===== config.mk =====
export PLATFORM = sky130hd
export DESIGN_NAME = wb_stage
export DESIGN_NICKNAME = d
export VERILOG_FILES = /design/src/rtl/mips_pkg.sv /design/src/rtl/wb_retire_counter.sv /design/src/rtl/wb_stage.sv
export SDC_FILE = /design/constraint.sdc
export NUM_CORES = 1
export LEC_CHECK = 0
export CAP_MARGIN = 40
export CORE_ASPECT_RATIO = 1.25
export CORE_MARGIN = 2
export CORE_UTILIZATION = 46
export CTS_CLUSTER_DIAMETER = 120
export DETAILED_ROUTE_END_ITERATION = 7
export PLACE_DENSITY = 0.86
export SKIP_LAST_GASP = 1
export SLEW_MARGIN = 5
export SYNTH_ARGS = -nofsm -noshare
export SYNTH_HDL_FRONTEND = slang
export SYNTH_SLANG_ARGS = --single-unit

===== constraint.sdc =====
create_clock -name clk -period 5.82 [get_ports clk]
set_clock_uncertainty 0.2 [all_clocks]
set_input_delay 1.164 -clock clk [delete_from_list [all_inputs] [get_ports clk]]
set_output_delay 1.164 -clock clk [all_outputs]
set_load 0.005 [all_outputs]

===== src/rtl/mips_pkg.sv =====
// Shared MIPS pipeline types and constants.
// Used by the writeback stage and its retire counter.
package mips_pkg;

  localparam int DATA_W_DEF = 32;
  localparam int ADDR_W_DEF = 5;
  localparam int CNT_W_DEF  = 16;

  localparam logic [4:0] REG_ZERO = 5'd0;

  typedef enum logic [1:0] {
    EMPTY   = 2'd0,
    PENDING = 2'd1,
    DONE    = 2'd2
  } wb_state_t;

endpackage


===== src/rtl/wb_retire_counter.sv =====
// Retired-instruction counter: enable, wraps modulo 2^CNT_W,
// asynchronous active-high reset.
module wb_retire_counter
  import mips_pkg::*;
#(
  parameter int CNT_W = CNT_W_DEF
) (
  input  logic             clk,
  input  logic             rst,
  input  logic             en,
  output logic [CNT_W-1:0] count
);

  logic [CNT_W-1:0] cnt_q;
  logic [CNT_W-1:0] cnt_d;

  always_comb begin
    cnt_d = cnt_q;
    if (en) cnt_d = cnt_q + CNT_W'(1);
  end

  always_ff @(posedge clk or posedge rst) begin
    if (rst) cnt_q <= '0;
    else     cnt_q <= cnt_d;
  end

  assign count = cnt_q;

endmodule


===== src/rtl/wb_stage.sv =====
// MEM/WB latch with writeback control, last-write bypass record
// and retired-instruction counter.
module wb_stage
  import mips_pkg::*;
#(
  parameter int DATA_W = DATA_W_DEF,
  parameter int ADDR_W = ADDR_W_DEF,
  parameter int CNT_W  = CNT_W_DEF
) (
  input  logic              clk,
  input  logic              rst,
  input  logic              mem_valid,
  input  logic              RegWrite_in,
  input  logic              MemtoReg_in,
  input  logic [ADDR_W-1:0] WriteReg_in,
  input  logic [DATA_W-1:0] ALU_result,
  input  logic [DATA_W-1:0] Read_data,
  input  logic              stall,
  input  logic              flush,
  output logic              RegWrite,
  output logic [ADDR_W-1:0] WriteReg,
  output logic [DATA_W-1:0] Writedata,
  output logic              wb_valid,
  output logic              fwd_valid,
  output logic [ADDR_W-1:0] fwd_reg,
  output logic [DATA_W-1:0] fwd_data,
  output logic [CNT_W-1:0]  retire_count
);

  wb_state_t         state_q, state_d;
  logic              valid_q, valid_d;
  logic              regwrite_q, regwrite_d;
  logic              memtoreg_q, memtoreg_d;
  logic [ADDR_W-1:0] dst_q, dst_d;
  logic [DATA_W-1:0] alu_q, alu_d;
  logic [DATA_W-1:0] rdata_q, rdata_d;

  logic              fwd_valid_q, fwd_valid_d;
  logic [ADDR_W-1:0] fwd_reg_q, fwd_reg_d;
  logic [DATA_W-1:0] fwd_data_q, fwd_data_d;

  logic              retire_en;

  always_comb begin
    state_d    = state_q;
    valid_d    = valid_q;
    regwrite_d = regwrite_q;
    memtoreg_d = memtoreg_q;
    dst_d      = dst_q;
    alu_d      = alu_q;
    rdata_d    = rdata_q;
    if (!stall) begin
      valid_d    = mem_valid & ~flush;
      regwrite_d = RegWrite_in;
      memtoreg_d = MemtoReg_in;
      dst_d      = WriteReg_in;
      alu_d      = ALU_result;
      rdata_d    = Read_data;
      state_d    = valid_d ? PENDING : EMPTY;
    end else begin
      // A held instruction commits once, then parks in DONE.
      case (state_q)
        PENDING: state_d = DONE;
        DONE:    state_d = DONE;
        default: state_d = EMPTY;
      endcase
    end
  end

  assign RegWrite  = (state_q == PENDING) & regwrite_q
                   & (dst_q != ADDR_W'(REG_ZERO));
  assign WriteReg  = dst_q;
  assign Writedata = memtoreg_q ? rdata_q : alu_q;
  assign wb_valid  = (state_q != EMPTY);

  always_comb begin
    fwd_valid_d = fwd_valid_q;
    fwd_reg_d   = fwd_reg_q;
    fwd_data_d  = fwd_data_q;
    if (RegWrite) begin
      fwd_valid_d = 1'b1;
      fwd_reg_d   = WriteReg;
      fwd_data_d  = Writedata;
    end
  end

  always_ff @(posedge clk or posedge rst) begin
    if (rst) begin
      state_q     <= EMPTY;
      valid_q     <= 1'b0;
      regwrite_q  <= 1'b0;
      memtoreg_q  <= 1'b0;
      dst_q       <= '0;
      alu_q       <= '0;
      rdata_q     <= '0;
      fwd_valid_q <= 1'b0;
      fwd_reg_q   <= '0;
      fwd_data_q  <= '0;
    end else begin
      state_q     <= state_d;
      valid_q     <= valid_d;
      regwrite_q  <= regwrite_d;
      memtoreg_q  <= memtoreg_d;
      dst_q       <= dst_d;
      alu_q       <= alu_d;
      rdata_q     <= rdata_d;
      fwd_valid_q <= fwd_valid_d;
      fwd_reg_q   <= fwd_reg_d;
      fwd_data_q  <= fwd_data_d;
    end
  end

  assign fwd_valid = fwd_valid_q;
  assign fwd_reg   = fwd_reg_q;
  assign fwd_data  = fwd_data_q;

  assign retire_en = ~stall & (state_q != EMPTY);

  wb_retire_counter #(
    .CNT_W (CNT_W)
  ) u_retire (
    .clk   (clk),
    .rst   (rst),
    .en    (retire_en),
    .count (retire_count)
  );

endmodule


-- Yosys cells after proc, flatten, opt, wreduce, memory -nomap -nowiden
Cells that the tools add are included.
- logic and storage cells: 26
- input port bits: 76
- output and inout port bits: 93
- bits in registers: 127
- $add $sub $neg: 1
- reductions and logical operators: 3
- bitwise operators: 6
- eq/ne operators: 2
- muxes and demuxes: 4
- operator list (operator ; count):
    two-way mux 32 bit ; 1
    adder 16 x 1 -> 16 bit (second input constant) ; 1
    nonzero test 5 bit ; 1
    AND 1 bit ; 4
    two-way mux 2 bit ; 2
    == test 2 x 1 -> 1 bit (second input constant) ; 1
    == test 2 bit (second input constant) ; 1
    inverter 1 bit ; 2
    nonzero test 2 bit ; 1
    OR reduction 2 bit ; 1
    two-way mux 1 bit ; 1

-- Longest topological paths before layout
Gate-level depths: netlist of run 1.
- word-level depth: 4
- gate-level depth with buffers: 6
- depth with buffers taken out: 6

-- By module
From an unflattened synthesis of run 1, not the netlist that was laid out.
- cells, all modules: 339
- area total of the unflattened synthesis: 5391.4 um2
- by module, submodules not included (module ; instances ; seq. area each (um2) ; area an instance (um2) ; cells an instance):
    wb_stage ; 1 ; 2777.7 ; 4680.7 ; 282
    wb_retire_counter ; 1 ; 400.4 ; 710.7 ; 57

-- Worst setup path before layout of run 1
Ideal clock, no wire load.
- path kind: reg-to-output
- from: reg dst_q[1] (netlist: WriteReg[1])
- to: out RegWrite
- cell stages (with the launch flop): 6
- buffers on the path: 2
- setup slack: 2.997 ns
- arrival: 1.459 ns
- required time: 4.456 ns
- cells stage by stage: dfrtp_1 or4_1 o211ai_2 buf_6 buf_6 inv_1
- word-level cells in the longest chain between the ends: 2
- ends and longest elaborated chain (item ; line ; text):
    from (decl) ; wb_stage.sv:34 ; logic [ADDR_W-1:0] dst_q, dst_d;
    from (signal assigned) ; wb_stage.sv:104 ; dst_q <= dst_d;
    nonzero test 5 bit ; wb_stage.sv:71 ; & (dst_q != ADDR_W'(REG_ZERO));
    AND 1 bit ; wb_stage.sv:71 ;
    to (decl) ; wb_stage.sv:20 ; output logic RegWrite,
Every way passes these cells.

-- Worst setup path in the final report of run 1
Ends and elaborated chain as after synthesis.

==> impl_metrics.csv, run 1 <==
group,metric,value,unit
global_route,grt_antenna_before_repair,0,
outcome,status,"complete, no violations",
place,portBuffers,168,
worst_setup_path,path_class,"flop to output pin",
routing,routed_wirelength,11700,um
timing,rsz0062_at_grt,"false",
power_and_ir_drop,vdd_drop_max,0.224,mV
timing,setup_viol_count_final,0,
power_and_ir_drop,comb_power_share,24.4,%
synth,synth_top_cell_area_share,60.8,%
worst_setup_path,cp.required,4.46,ns
routing,postRouteAntennaNets,0,
routing,drtPass1Iterations,4,
worst_setup_path,rr_worst_depth,4,
worst_setup_path,path_depth,4,
synth,yosys.area.top_type,"dfrtp_1",
global_route,overflow,0,
worst_setup_path,arrival,2.14,ns
power_and_ir_drop,pwr-share-clk,32.9,%
finish,antennaDiodeCount,0,
routing,viasPerCell,5.15,
routing,drc,0,
synth,syn-num-nets,419,
power_and_ir_drop,internal_power,0.00205,W
global_route,grt_max_degree,66,
finish,area_growth,44.3,%
worst_setup_path,cp-end-kind,"output pin",
timing,relSlewSlack,46.0,%
floorplanning,fp.dieW,99.4,um
routing,vias,3396,
finish,mostFrequentLayoutCell,"clkdlybuf4s50_1",
clock_tree,hold_buffers,0,
clock_tree,post_cts_resized,0,
clock_tree,tritoncts,"built",
timing,drv_slew,0,
finish,design_area,7540,um^2
power_and_ir_drop,netSwitchingPower,0.000652,W
finish,layout_common_cells,"167 x clkdlybuf4s50_1, 133 x mux2_2, 127 x dfrtp_1, 17 x clkbuf_16, 10 x xor2_1",
finish,final_layout_size_suffix_gt1_share,32.0,%
worst_setup_path,path_max_fanout,4,
power_and_ir_drop,p_sw_share,24.1,%
clock_tree,path_clk_slew,0.05,ns
global_route,grtUsageTotal,19.7,%
floorplanning,start_util,47.2,%
power_and_ir_drop,power.leakage,3.17,nW
finish,num-nets-final,594,
synth,syn_inst,340,
floorplanning,die_y,123,um
synth,seq_area_frac_synth,60.8,%
place,dpl_cell_area,7050,um^2
worst_setup_path,setup.worst_path.start_class,"flop",
clock_tree,cts_sinks,127,
clock_tree,post_cts_buffers,0,
synth,syn_area,5230,um^2
global_route,grt_first_pass_wirelength,18600,um
routing,wl_per_cell,17.7,um
synth,ys_warn_count,0,
min_path,hp-class,"flop to flop",
synth,syn_area_per_cell,15.4,um^2
flow_run,cap_violations,0,
worst_setup_path,critPathBufInv,2,
power_and_ir_drop,p_seq_share,42.8,%
min_path,holdPathStages,1,
worst_setup_path,slowest_delay,0.59,ns
clock_tree,insertion_delay,0.40,ns
floorplanning,ios,169,
timing,tightestPinTransition,0.810,ns
place,place_hpwl,8300,um
power_and_ir_drop,powerDensity,358,nW/um^2
floorplanning,rows,43,
place,finalWeightedCongestion,0.787,
clock_tree,clock_path_buffers,2,
synth,synthTopCellsByArea,"dfrtp_1 61%, mux2_2 29%, xor2_1 1.7%, mux2_1 1.5%, xnor2_1 0.84%",
floorplanning,dieArea,12200,um^2
worst_setup_path,crit_path_cell_trace,"or4_1, o211ai_4, inv_1, clkdlybuf4s50_1",
routing,drtIter0Drc,120,
worst_setup_path,slowest_stage,"or4_1",
timing,max_freq,286,MHz
clock_tree,cts_htree_levels,4,
timing,fin_crit,3.50,ns
clock_tree,numCtsBuffers,17,
floorplanning,coreArea,11100,um^2
synth,synth_cell_types,27,
global_route,grt_pass1_vias,3778,
timing,fin_crit_sh,60.1,%
timing,fin_setup_tns,0,ns
clock_tree,cts_root_buf,"clkbuf_16",
worst_setup_path,critPathTopFamily,"simple AND/OR/NAND/NOR gates",
synth,ys_ff_latch,127,
timing,hold_violations,0,
==> worst paths after layout <==
check / endpoint / slack (ns) / from
setup / recovery: RegWrite / 2.32 / WriteReg[1]$_DFFE_PP0N_
hold reg to reg: fwd_valid$_DFFE_PP0P_ / 0.26 / fwd_valid$_DFFE_PP0P_
setup reg to reg: fwd_data[6]$_DFFE_PP0P_ / 3.41 / WriteReg[1]$_DFFE_PP0N_
hold / removal: fwd_valid$_DFFE_PP0P_ / 0.26 / fwd_valid$_DFFE_PP0P_
min in group asynchronous: rdata_q[12]$_DFFE_PP0N_ / 0.91 / rst
max in group asynchronous: state_q[1]$_DFF_PP0_ / 3.36 / rst
==> cell usage after synthesis <==
| master | instances |
|---|---|
| nand4_1 | 4 |
| or4_1 | 2 |
| or3_4 | 1 |
| nor3_1 | 2 |
| clkbuf_1 | 10 |
| or2_2 | 1 |
| xnor2_1 | 5 |
| nor4bb_1 | 1 |
| buf_2 | 3 |
| nand4b_1 | 1 |
| nand3_1 | 1 |
| and2_1 | 1 |
| nand2b_1 | 1 |
| nor2_1 | 6 |
| dfrtp_1 | 127 |
| a32o_1 | 1 |
| nor3b_1 | 2 |
| ha_1 | 3 |
| mux2_2 | 133 |
| nand2_1 | 7 |
| nor4_1 | 1 |
| mux2_1 | 7 |
| inv_1 | 5 |
| o211ai_2 | 1 |
| buf_4 | 2 |
| xor2_1 | 10 |
| buf_6 | 2 |
==> stage by stage <==
stage | hold WS (ns) | worst slack [ns] | power, W | util, % | std cells
after floorplan | 0.259 | 1.07 | 0.00140 | - | 340
after global placement | 0.262 | 2.79 | 0.00180 | 63.4 | 630
after detailed placement | 0.251 | 2.75 | 0.00184 | 63.6 | 631
after CTS | 0.267 | 2.30 | 0.00274 | 68.1 | 660
after global routing | 0.282 | 2.28 | 0.00284 | 68.1 | 660
final | 0.262 | 2.32 | 0.00270 | 68.1 | 660
==> per-layer routing <==
metal	wire (um)	part of all wire [%]	track usage, %	up-vias
met2	6180	53	34.5	109
met4	184	1.6	7.88	0
met5	0	0	0	-
met3	771	6.6	6.27	15
li1	-	-	-	1547
met1	4560	39	22.3	1725
==> layout make-up <==
class	instances	area [um^2]
clock buffers	22	454
clock inverters	7	42.5
fillers	779	3540
inverters	5	21.3
multi-input cells	191	1950
flip-flops and latches	127	3180
well taps	135	169
repair buffers	173	1730
==> cells by family after synthesis <==
logic type / Yosys count / share of synthesized area, %
buffers and inverters: 22 / 2.08
xor gates and xnor gates: 15 / 2.51
and+or+nand+nor: 31 / 3.33
muxes: 140 / 30.2
AOI/OAI and AO/OA: 2 / 0.431
DFF: 127 / 60.8
adders and majority gates: 3 / 0.718
==> power by group through the flow <==
stage,combinational [W],clock (W),sequential (W)
final,0.000659,0.000889,0.00116
after global routing,0.000710,0.000950,0.00118
after CTS,0.000672,0.000909,0.00116
after detailed placement,0.000668,0,0.00117
after global placement,0.000648,0,0.00116
after floorplan,0.000240,0,0.00116
(Power assumes the default switching activity.)
==> inputs of run 2 (changes only) <==
==> constraint.sdc (replaced) <==
create_clock -name clk -period 3.5 [get_ports clk]
set_clock_uncertainty 0.2 [all_clocks]
set_input_delay 0.7 -clock clk [delete_from_list [all_inputs] [get_ports clk]]
set_output_delay 0.7 -clock clk [all_outputs]
set_load 0.005 [all_outputs]
==> run 2 against run 1 <==
  * Combinational power is 67% higher
  * Clock power is 100% higher
  * Non-clock buffer count stayed put
  * Sequential cell count stayed put
  * Via count is 0.53% lower
  * Worst hold slack better by 0.0089 ns
  * Final area is 1.6% higher
  * Cell count is 0.45% higher
  * Utilization is 1.1 points higher
  * Critical endpoint unchanged
  * Highest routed layer unchanged
==> impl_metrics.csv, run 2 (synthesis results as in run 1) <==
group,metric,value,unit
finish,mostFrequentLayoutCell,"clkdlybuf4s50_1",
timing,tightestPinTransition,0.664,ns
floorplanning,die_y,123,um
place,finalWeightedCongestion,0.799,
floorplanning,rows,43,
floorplanning,fp.dieW,99.4,um
floorplanning,dieArea,12200,um^2
timing,drv_slew,0,
global_route,grt_antenna_before_repair,0,
routing,viasPerCell,5.10,
finish,design_area,7660,um^2
clock_tree,numCtsBuffers,17,
finish,num-nets-final,594,
finish,layout_common_cells,"167 x clkdlybuf4s50_1, 133 x mux2_2, 127 x dfrtp_1, 17 x clkbuf_16, 10 x xor2_1",
clock_tree,cts_root_buf,"clkbuf_16",
clock_tree,cts_htree_levels,4,
clock_tree,clock_path_buffers,2,
clock_tree,tritoncts,"built",
timing,setup_viol_count_final,0,
floorplanning,start_util,47.2,%
timing,relSlewSlack,55.7,%
finish,final_layout_size_suffix_gt1_share,33.1,%
power_and_ir_drop,pwr-share-clk,37.5,%
finish,fin_cells,663,
routing,drtIter0Drc,92,
clock_tree,hold_buffers,0,
worst_setup_path,critPathBufInv,2,
clock_tree,path_clk_slew,0.06,ns
clock_tree,post_cts_resized,0,
floorplanning,coreArea,11100,um^2
power_and_ir_drop,vdd_drop_max,0.429,mV
min_path,hp-class,"flop to flop",
worst_setup_path,cp.required,2.60,ns
timing,rsz0062_at_grt,"false",
timing,hold_violations,0,
clock_tree,cts_sinks,127,
place,portBuffers,168,
routing,routed_wirelength,11800,um
power_and_ir_drop,internal_power,0.00367,W
power_and_ir_drop,p_seq_share,39.8,%
outcome,status,"complete, no violations",
place,dpl_cell_area,7050,um^2
routing,drtPass1Iterations,4,
global_route,overflow,0,
clock_tree,insertion_delay,0.40,ns
power_and_ir_drop,finalPower,0.00482,W
timing,fin_crit_sh,84.4,%
worst_setup_path,critPathTopFamily,"simple AND/OR/NAND/NOR gates",
timing,max_freq,338,MHz
power_and_ir_drop,p_sw_share,24.0,%
timing,fin_crit,2.96,ns
worst_setup_path,cp-end-kind,"output pin",
routing,wl_per_cell,17.8,um
place,dp_cells,631,
routing,vias,3378,
worst_setup_path,setup.worst_path.start_class,"flop",
worst_setup_path,slowest_stage,"or4_1",
finish,antennaDiodeCount,0,
power_and_ir_drop,power.leakage,3.22,nW
clock_tree,post_cts_buffers,0,
power_and_ir_drop,netSwitchingPower,0.00116,W
worst_setup_path,slowest_delay,0.58,ns
timing,fin_setup_tns,0,ns
global_route,grt_max_degree,128,
flow_run,cap_violations,0,
power_and_ir_drop,powerDensity,629,nW/um^2
global_route,grtUsageTotal,19.8,%
worst_setup_path,path_class,"flop to output pin",
worst_setup_path,path_max_fanout,4,
routing,postRouteAntennaNets,0,
worst_setup_path,arrival,2.06,ns
finish,area_growth,46.6,%
floorplanning,ios,169,
global_route,grt_first_pass_wirelength,18600,um
power_and_ir_drop,comb_power_share,22.7,%
worst_setup_path,crit_path_cell_trace,"or4_1, o211ai_4, inv_1, clkdlybuf4s50_1",
finish,nFillCells,750,
routing,drc,0,
global_route,grt_pass1_vias,3714,
place,place_hpwl,8150,um
## run 2: layout make-up
class | instances | area (um^2) | share of cell area, %
clock inverters | 13 | 163 | 2.12
well taps | 135 | 169 | 2.20
multi-input cells | 191 | 1950 | 25.4
clock buffers | 19 | 453 | 5.91
inverters | 5 | 22.5 | 0.294
repair buffers | 173 | 1730 | 22.6
flip-flops and latches | 127 | 3180 | 41.5
## run 2: worst paths after layout
check,start,to,slack (ns),depth (start not counted)
worst min-delay path,u_retire.count[15]$_DFFE_PP0P_,u_retire.count[15]$_DFFE_PP0P_,0.27,1
min in group asynchronous,rst,fwd_data[2]$_DFFE_PP0P_,0.64,3
worst max-delay path,WriteReg[1]$_DFFE_PP0N_,RegWrite,0.54,4
max in group asynchronous,rst,WriteReg[2]$_DFFE_PP0N_,1.96,3
worst min register to register,u_retire.count[15]$_DFFE_PP0P_,u_retire.count[15]$_DFFE_PP0P_,0.27,1
worst max register to register,WriteReg[1]$_DFFE_PP0N_,fwd_data[16]$_DFFE_PP0P_,1.12,4
## run 2: worst reg2reg max path: cells and delay by family (launching register included)
family	cells	cell delay (ns)
mux	1	0.42
compound gates	1	0.18
flops	1	0.40
buf+inv	1	0.49
simple gates	1	0.58
## run 2: stage by stage
step | utilization [%] | setup WS, ns | hold WS, ns
global placement | 63.6 | 0.976 | 0.254
detailed placement | 63.6 | 0.960 | 0.272
floorplan | - | 1.03 | 0.259
finish | 69.2 | 0.545 | 0.271
global route | 69.2 | 0.459 | 0.299
CTS | 69.2 | 0.519 | 0.281
## run 2: layer usage
layer  GRT usage, %  part of all wire (%)  up-vias
met3           7.57                   6.9       12
met2           34.6                    53      101
met5              0                     0        -
met4           5.99                   1.0        0
li1               -                     -     1562
met1           22.6                    39     1703
## run 2: power by group through the flow
stage | Clock (W) | Combinational [W] | Sequential, W
floorplan | 0 | 0.000400 | 0.00193
global placement | 0 | 0.00108 | 0.00192
detailed placement | 0 | 0.00111 | 0.00195
CTS | 0.00184 | 0.00112 | 0.00192
global route | 0.00191 | 0.00118 | 0.00196
finish | 0.00181 | 0.00110 | 0.00192
==> inputs of run 3 (changes only) <==
--- a/config.mk
+++ b/config.mk
@@ -8,10 +8,10 @@
 export CAP_MARGIN = 40
 export CORE_ASPECT_RATIO = 1.25
 export CORE_MARGIN = 2
-export CORE_UTILIZATION = 46
+export CORE_UTILIZATION = 42
 export CTS_CLUSTER_DIAMETER = 120
 export DETAILED_ROUTE_END_ITERATION = 7
-export PLACE_DENSITY = 0.86
+export PLACE_DENSITY = 0.83
 export SKIP_LAST_GASP = 1
 export SLEW_MARGIN = 5
 export SYNTH_ARGS = -nofsm -noshare
==> constraint.sdc (replaced) <==
create_clock -name clk -period 2.47 [get_ports clk]
set_clock_uncertainty 0.2 [all_clocks]
set_input_delay 0.494 -clock clk [delete_from_list [all_inputs] [get_ports clk]]
set_output_delay 0.494 -clock clk [all_outputs]
set_load 0.005 [all_outputs]
==> run 3 against run 2 <==
  * The flow now finishes with violations (negative setup slack)
  * Critical path depth shrank 1
  * Utilization down 5.2 points
  * Total power up 38%
  * Critical endpoint is now Writedata[31]
  * Register-to-register slack got worse by 0.94 ns
  * Via count about the same
  * Largest power group unchanged
  * Worst hold slack got worse by 0.0096 ns
  * Count of clock-buffer cells in the layout up 3
  * Sequential share of layout area fell by 0.56 points
  * Die area increased by 9.2%
==> impl_metrics.csv, run 3 (synthesis results as in run 1) <==
group,metric,value,unit
outcome,status,"complete, but fails checks",
outcome,violations,"negative setup slack",
finish,antennaDiodeCount,0,
place,dpl_cell_area,7150,um^2
worst_setup_path,reg2reg_slack,0.18,ns
timing,relSlewSlack,72.0,%
finish,layout_common_cells,"166 x clkdlybuf4s50_1, 133 x mux2_2, 126 x dfrtp_1, 18 x clkbuf_16, 10 x xor2_1",
worst_setup_path,slowest_delay,0.45,ns
worst_setup_path,cp-end-kind,"output pin",
timing,max_freq,393,MHz
worst_setup_path,setup.worst_path.start_class,"flop",
finish,regArea,3180,um^2
timing,rsz0062_at_grt,"true",
finish,area_growth,48.6,%
worst_setup_path,cp.required,1.78,ns
global_route,grt_pass1_vias,3697,
global_route,grt_max_degree,76,
floorplanning,ios,169,
worst_setup_path,arrival,1.85,ns
worst_setup_path,slowest_stage,"clkdlybuf4s50_1",
timing,fin_crit_sh,103,%
flow_run,cap_violations,0,
routing,postRouteAntennaNets,0,
routing,drtIter0Drc,56,
worst_setup_path,crit_path_cell_trace,"clkbuf_16, mux2_2, clkdlybuf4s50_1",
finish,design_area,7770,um^2
timing,setup_ws,-0.0714,ns
routing,routed_wirelength,11700,um
global_route,overflow,0,
floorplanning,rows,45,
power_and_ir_drop,power.leakage,3.27,nW
routing,top_layer_used,"met4",
routing,vias,3375,
routing,wl_per_cell,16.8,um
min_path,hp-class,"primary input to flop",
worst_setup_path,path_max_fanout,11,
place,dp_cells,662,
place,pre_cts_slack,0.0613,ns
routing,drtPass1Iterations,4,
power_and_ir_drop,vdd_drop_max,0.470,mV
place,portBuffers,168,
finish,multi_input_area,1950,um^2
clock_tree,clock_path_buffers,2,
global_route,grtUsageTotal,18.0,%
worst_setup_path,critPathTopFamily,"buffers and inverters",
clock_tree,insertion_delay,0.40,ns
global_route,grt_antenna_before_repair,0,
clock_tree,cts_sinks,127,
place,place_hpwl,8060,um
floorplanning,fp.dieW,104,um
global_route,grt_first_pass_wirelength,18800,um
power_and_ir_drop,powerDensity,857,nW/um^2
timing,setup_viol_count_final,32,
floorplanning,start_util,43.0,%
timing,hold_slack,0.262,ns
routing,wl_met1,4950,um
clock_tree,numCtsBuffers,17,
clock_tree,cts_htree_levels,4,
finish,nFillCells,923,
finish,mostFrequentLayoutCell,"clkdlybuf4s50_1",
power_and_ir_drop,finalPower,0.00666,W
clock_tree,cts_root_buf,"clkbuf_16",
routing,wl_met2,5870,um
routing,drc,0,
timing,hold_violations,0,
routing,viasPerCell,4.86,
finish,num-nets-final,600,
timing,drv_slew,0,
finish,final_layout_size_suffix_gt1_share,33.7,%
floorplanning,dieArea,13400,um^2
clock_tree,path_clk_slew,0.05,ns
timing,fin_crit,2.54,ns
floorplanning,coreArea,12200,um^2
routing,route.met3.wl,608,um
worst_setup_path,path_class,"flop to output pin",
floorplanning,die_y,129,um
clock_tree,tritoncts,"built",
place,finalWeightedCongestion,0.791,
finish,fin_cells,695,
timing,tightestPinTransition,0.420,ns
worst_setup_path,critPathBufInv,2,
-- run 3: cell types whose count changed in the layout (fill, tap and decap cells not counted), moves of 2 or more --
cell | previous run | this run
buf_12 | 1 | 6
clkbuf_1 | 0 | 2
clkinv_4 | 3 | 0
clkinvlp_4 | 4 | 2
-- run 3: report_power, final --
group / switching (W) / internal [W] / total [W]
Clock: 0.000823 / 0.00154 / 0.00236
Combinational: 0.000470 / 0.00111 / 0.00158
Sequential: 0.000247 / 0.00248 / 0.00272
-- run 3: per-layer routing --
| metal | track usage (%) | vias up |
|---|---|---|
| li1 | - | 1566 |
| met1 | 22.0 | 1676 |
| met2 | 30.5 | 116 |
| met3 | 4.86 | 17 |
| met4 | 7.79 | 0 |
| met5 | 0 | - |
-- run 3: metrics by stage --
stage                     utilization [%]  TNS [ns]
after global routing                 63.9     -3.66
final                                63.9     -1.61
after CTS                            63.6     -2.13
after detailed placement             58.8         0
after global placement               58.8         0
after floorplan                         -         0
-- run 3: path summary, 6_finish.rpt --
| check | from | endpoint | cells after the start |
|---|---|---|---|
| max | memtoreg_q$_DFFE_PP0N_ | Writedata[31] | 3 |
| min | stall | u_retire.count[7]$_DFFE_PP0P_ | 3 |
| max reg2reg | WriteReg[1]$_DFFE_PP0N_ | fwd_data[31]$_DFFE_PP0P_ | 6 |
| min reg2reg | fwd_valid$_DFFE_PP0P_ | fwd_valid$_DFFE_PP0P_ | 1 |
| max in group asynchronous | rst | fwd_data[18]$_DFFE_PP0P_ | 3 |
| min in group asynchronous | rst | rdata_q[0]$_DFFE_PP0N_ | 3 |
-- run 3: worst reg2reg max path: cells and delay by family (launching register included) --
family                 cells  cell delay [ns]
flip-flops                 1             0.38
AO/OA/AOI/OAI              1             0.18
buffers and inverters      3             0.47
AND/OR/NAND/NOR            1             0.55
multiplexers               1             0.39
-- run 3: cell type report --
class	instances	share of cell area, %
Clock buffer	22	6.10
Clock inverter	7	1.13
Inverter	5	0.290
Timing Repair Buffer	179	23.8
Multi-Input combinational cell	191	25.1
Tap cell	164	2.64
Sequential cell	127	40.9
-- run 3: timing repair --
action / 4_1_cts / 5_1_grt
gates resized for setup: 3 / 5
setup endpoints to repair: 33 / 33
cloned: 0 / 1
hold buffers: 0 / 0
pin swaps: 2 / 2
hold endpoints to repair: 0 / 0
setup buffers: 2 / 1
